[src/rtl/prefetch_queue.sv]
// Instruction prefetch: fetches sequential 16-bit words from the bus, pairs them
// into 32-bit instructions and queues them for the decoder behind a small FIFO.
module prefetch_queue #(
  parameter int                DEPTH    = 4,
  parameter int                ADDR_W   = 16,
  parameter logic [ADDR_W-1:0] RESET_PC = '0
) (
  input  logic                       clk,
  input  logic                       reset,
  output logic                       bus_req,
  output logic [ADDR_W-1:0]          fetch_address,
  input  logic [15:0]                bus_data,
  input  logic                       bus_ready,
  output logic [31:0]                ir,
  output logic                       ir_valid,
  input  logic                       ir_ack,
  input  logic                       flush,
  input  logic [ADDR_W-1:0]          flush_addr,
  output logic [$clog2(DEPTH):0]     count,
  output logic [1:0]                 dbg_state
);

  localparam int PTR_W = $clog2(DEPTH);
  localparam int CNT_W = PTR_W + 1;

  typedef enum logic [1:0] {
    IDLE   = 2'd0,
    REQ_HI = 2'd1,
    REQ_LO = 2'd2
  } state_t;

  // Bus side: a word is taken on any cycle where bus_req=1 and bus_ready=1.
  // Decoder side: the head is consumed on any cycle where ir_valid=1 and ir_ack=1.
  // flush overrides both handshakes in the cycle it is asserted.

  state_t             r_state;
  state_t             w_next_state;
  logic               r_bus_req;
  logic [ADDR_W-1:0]  r_addr;
  logic [15:0]        r_hi;
  logic [PTR_W-1:0]   r_wr_ptr;
  logic [PTR_W-1:0]   r_rd_ptr;
  logic [CNT_W-1:0]   r_count;
  logic [CNT_W-1:0]   w_count_next;
  logic [31:0]        r_mem [DEPTH];

  logic w_accept;
  logic w_hi_done;
  logic w_push;
  logic w_pop;

  assign w_accept  = r_bus_req & bus_ready & ~flush;
  assign w_hi_done = w_accept & (r_state == REQ_HI);
  assign w_push    = w_accept & (r_state == REQ_LO);
  assign w_pop     = (r_count != '0) & ir_ack & ~flush;

  assign w_count_next = r_count + CNT_W'(w_push) - CNT_W'(w_pop);

  always_comb begin
    w_next_state = r_state;
    if (flush) begin
      w_next_state = IDLE;
    end else begin
      case (r_state)
        IDLE:    if (r_count < CNT_W'(DEPTH)) w_next_state = REQ_HI;
        REQ_HI:  if (w_hi_done) w_next_state = REQ_LO;
        REQ_LO: begin
          if (w_push) begin
            w_next_state = (w_count_next < CNT_W'(DEPTH)) ? REQ_HI : IDLE;
          end
        end
        default: w_next_state = IDLE;
      endcase
    end
  end

  always_ff @(posedge clk or negedge reset) begin
    if (!reset) begin
      r_state   <= IDLE;
      r_bus_req <= 1'b0;
    end else begin
      r_state   <= w_next_state;
      r_bus_req <= (w_next_state != IDLE);
    end
  end

  always_ff @(posedge clk or negedge reset) begin
    if (!reset) begin
      r_addr   <= RESET_PC;
      r_hi     <= '0;
      r_wr_ptr <= '0;
      r_rd_ptr <= '0;
      r_count  <= '0;
    end else if (flush) begin
      r_addr   <= flush_addr;
      r_hi     <= '0;
      r_wr_ptr <= '0;
      r_rd_ptr <= '0;
      r_count  <= '0;
    end else begin
      if (w_hi_done)          r_hi     <= bus_data;
      if (w_hi_done | w_push) r_addr   <= r_addr + ADDR_W'(1);
      if (w_push)             r_wr_ptr <= r_wr_ptr + PTR_W'(1);
      if (w_pop)              r_rd_ptr <= r_rd_ptr + PTR_W'(1);
      r_count <= w_count_next;
    end
  end

  // Storage needs no reset: entries are only visible while count covers them.
  always_ff @(posedge clk) begin
    if (w_push) r_mem[r_wr_ptr] <= {r_hi, bus_data};
  end

  assign bus_req       = r_bus_req;
  assign fetch_address = r_addr;
  assign count         = r_count;
  assign ir_valid      = (r_count != '0);
  assign ir            = ir_valid ? r_mem[r_rd_ptr] : 32'h0;
  assign dbg_state     = r_state;

endmodule

[config.mk]
export PLATFORM = sky130hd
export DESIGN_NAME = prefetch_queue
export DESIGN_NICKNAME = d
export VERILOG_FILES = /design/src/rtl/prefetch_queue.sv
export SDC_FILE = /design/constraint.sdc
export NUM_CORES = 1
export LEC_CHECK = 0
export CORE_AREA = 2 2 125 115
export CTS_CLUSTER_DIAMETER = 40
export DETAILED_ROUTE_END_ITERATION = 6
export DIE_AREA = 0 0 127 117
export GPL_TIMING_DRIVEN = 0
export PLACE_DENSITY_LB_ADDON = 0.12
export SETUP_SLACK_MARGIN = 0.5
export SLEW_MARGIN = 30
export SYNTH_ARGS = -nofsm -noshare
export SYNTH_HDL_FRONTEND = slang
export SYNTH_SLANG_ARGS = --single-unit
[constraint.sdc]
create_clock -name clk -period 3 [get_ports clk]
set_input_delay 0.6 -clock clk [delete_from_list [all_inputs] [get_ports clk]]
set_output_delay 0.6 -clock clk [all_outputs]
set_load 0.01 [all_outputs]
==> results of run 1 <==
==> synthesized netlist by cell type (4+ instances only) <==
cell | n | area (µm²)
and2_1 | 36 | 225.2
clkbuf_1 | 20 | 75.07
dfrtp_1 | 42 | 1051
edfxtp_1 | 128 | 3844
ha_1 | 7 | 87.58
inv_1 | 9 | 33.78
mux2i_1 | 5 | 50.05
mux4_2 | 32 | 720.7
nand2_1 | 37 | 138.9
nand2b_1 | 17 | 106.4
nand3_1 | 7 | 35.03
nand4_1 | 4 | 25.02
nor2_1 | 14 | 52.55
nor2b_1 | 5 | 31.28
nor3_1 | 4 | 20.02
nor4_1 | 4 | 25.02
o21ai_0 | 30 | 150.1
or3_1 | 4 | 25.02
xnor2_1 | 9 | 78.83
xor2_1 | 4 | 35.03
==> path summary, 6_finish.rpt <==
check / cells past startpoint / start / end / slack, ns
setup / recovery: 8 / r_rd_ptr[0] / ir[25] / 0.33
setup reg to reg: 13 / count[0] / dbg_state[0] / 0.35
max in group asynchronous: 1 / reset / count[1] / 2.40
min in group clk: 3 / bus_ready / dbg_state[0] / 0.50
hold reg to reg: 0 / r_hi[7] / r_mem[1][23] / 0.52
hold / removal: 1 / reset / fetch_address[6] / 0.17
==> layout make-up <==
type / count / area [µm²] / area share
Multi-Input combinational cell: 242 / 2145 / 0.2254
Tap cell: 172 / 215.2 / 0.02262
Sequential cell: 170 / 4897 / 0.5147
Clock inverter: 10 / 101.3 / 0.01065
Clock buffer: 22 / 444.2 / 0.04669
Buffer: 25 / 251.5 / 0.02643
Timing Repair Buffer: 138 / 1424 / 0.1497
Inverter: 9 / 36.28 / 0.003814
==> worst reg2reg max path, cell delays in order, from the launching register on <==
cell and delay (ns):
dfrtp_1 0.38, or3_4 0.39, buf_8 0.14, nand2_4 0.07
nor2_4 0.05, ha_4 0.21, inv_4 0.05, ha_4 0.12
inv_2 0.04, fa_2 0.36, xor2_2 0.17, xnor2_2 0.22
nand4_1 0.13, a221oi_2 0.23
==> cell families after synthesis <==
family,count (synthesis),share of synthesized area
simple gates,142,0.1088
buf+inv,34,0.01908
fa+ha+maj,8,0.01533
mux,37,0.1098
xor+xnor,13,0.01623
flops,170,0.6976
compound gates,42,0.03317
==> sequential cells by signal (all words and copies together) (netlist names) <==
register       cells
r_mem            128
r_rd_ptr           2
fetch_address     16
count              3
r_hi              16
dbg_state          2
r_wr_ptr           2
bus_req            1
==> metrics by stage <==
step	worst slack, ns	total power [mW]	TNS [ns]
finish	0.3342	6.668	0
CTS	0.1688	6.289	0
detailed placement	-0.5861	3.974	-1.341
global route	0.2546	6.944	0
floorplan	0.3207	3.389	0
global placement	-0.5146	3.955	-65.27
==> metal layers <==
layer	routed length, µm	vias up	GRT usage
li1	-	1978	-
met1	6509	2153	0.2797
met2	7495	134	0.3444
met3	801	16	0.05182
met4	250	0	0.08938
met5	0	-	0
==> what timing repair did <==
action	4_1_cts	5_1_grt
gates cloned	1	1
setup buffers	23	19
pin swaps	14	23
endpoints found under the setup margin	37	36
gates resized for setup	143	96
hold buffers	0	0
==> power by group <==
group          internal [mW]  switching, mW  total [mW]
clock network           1.21          0.841        2.05
registers               2.60         0.0699        2.67
logic                   1.21          0.743        1.95
total                   5.02           1.65        6.67
==> out/qor.csv, run 1 <==
stage;metric;value;unit
power_and_ir_drop;Leak;3.515;nW
logic_synthesis;net count after synthesis;491;
global_routing;first-pass GRT wire length;23370;µm
sta;minimum clock period;2.666;ns
clocking;htree depth;4;
sta;Final setup viols;0;
detailed_routing;total wire length;15060;µm
floorplan;initial core utilization;0.5142;
global_routing;initial antenna violation count;0;
sta;Final Cycle Share;0.8886;
worst_setup_path;Required @ worst endpoint;2.40;ns
run;max-cap violation count;0;
placement;IO Port Bufs;90;
logic_synthesis;register area share after synthesis;0.6976;
worst_setup_path;slowest stage cell, crit path;mux4_2;
global_routing;vias in the first global route;4405;
finish;commonest non-fill, non-tap cell in the layout;edfxtp_1;
worst_setup_path;Crit Path Max Fanout;5;
floorplan;die area;14860;µm²
worst_setup_path;Max stage delay on crit path;0.41;ns
clocking;clock transition at the registers of the reported paths;0.06;ns
detailed_routing;DR vias;4281;
floorplan;Vert. Die Dim;117;µm
hold_path;Hold WC Path Type;in -> async;
finish;final core occ;0.6972;
sta;Max-slew headroom;0.5150;
worst_setup_path;critical path class;reg -> out;
placement;Cells after DPL;712;
logic_synthesis;mapped cell area;7017;µm²
finish;ratio of cells with drive above 1 in the final layout;0.3263;
sta;FMAX;0.3751;GHz
power_and_ir_drop;worst vdd ir;0.4569;mV
floorplan;core area;13650;µm²
clocking;CTS max path bufs;2;
global_routing;GRT overflow;0;
detailed_routing;Vias/cell;5.433;
finish;most frequent cells in the layout;edfxtp_1 (128), clkdlybuf4s50_1 (55), dfrtp_1 (40);
logic_synthesis;Cells after Synth;446;
finish;Syn-to-layout area delta;35.59;%
run_status;status;finished clean;
global_routing;largest net degree at the start of global routing;43;
logic_synthesis;Synth cell types;37;
detailed_routing;drt pass-1 iters;4;
worst_setup_path;critical path arrival;2.07;ns
sta;Clock Skew;0.008408;ns
finish;cell area after layout;9514;µm²
finish;Nets;648;
clocking;clock net sink count;170;
sta;Hold Worst Slack;0.1733;ns
floorplan;Rows;41;
logic_synthesis;EDFF count, synth;128;
floorplan;Ports;92;
logic_synthesis;synthesized flop and latch total;170;
placement;Placer Congestion;0.7985;
detailed_routing;Routed wire per std cell;19.11;µm
worst_setup_path;CP Launch Type;flip-flop;
clocking;Clock Latency Late Sink;0.42;ns
placement;DP Area;8315;µm²
finish;Layout fillers;937;
worst_setup_path;critical-path cell list;buf_8, buf_12, buf_6, buf_6, buf_6, mux4_2, and2_4, buf_6;
clocking;Root Driver;clkbuf_16;
detailed_routing;number of remaining DRC errors;0;
sta;RSZ-0062 raised after global routing;true;
global_routing;gr usage total;0.2120;
logic_synthesis;share of synthesized registers carrying an async set or reset;0.2471;
worst_setup_path;CP bufs+invs;6;
sta;Fin. Hold Viols;0;
clocking;TritonCTS clock tree;yes;
sta;Slew @ Worst Pin;0.7220;ns
worst_setup_path;most used cell, CP;buf_6;
clocking;CTS buffer count;17;
detailed_routing;post-route ant nets;0;
worst_setup_path;Crit path max-delay family;buffers and inverters;
floorplan;Die W;127;µm
logic_synthesis;Yosys warning count;0;
placement;dpl hpwl;9382;µm
power_and_ir_drop;pwr dens;700.9;nW/µm²
detailed_routing;detailed router's first-iteration violation count;368;
logic_synthesis;ys flop type;edfxtp_1;
finish;Non-Filler Instances;788;
logic_synthesis;syn avg cell area;15.73;µm²
sta;Slew Limit Fails;0;
finish;ant diodes;0;
worst_setup_path;crit end category;output port;
No activity file was read; power rests on OpenSTA's default activity.
==> run 2: changes to the inputs <==
--- a/config.mk
+++ b/config.mk
@@ -5,11 +5,14 @@
 export SDC_FILE = /design/constraint.sdc
 export NUM_CORES = 1
 export LEC_CHECK = 0
+export ABC_AREA = 0
 export CORE_AREA = 2 2 125 115
 export CTS_CLUSTER_DIAMETER = 40
 export DETAILED_ROUTE_END_ITERATION = 6
 export DIE_AREA = 0 0 127 117
+export GPL_ROUTABILITY_DRIVEN = 0
 export GPL_TIMING_DRIVEN = 0
+export HOLD_SLACK_MARGIN = 0.12
 export PLACE_DENSITY_LB_ADDON = 0.12
 export SETUP_SLACK_MARGIN = 0.5
 export SLEW_MARGIN = 30
==> results of run 2 <==
The final DEF is identical to that of run 1; final timing and power are the same.
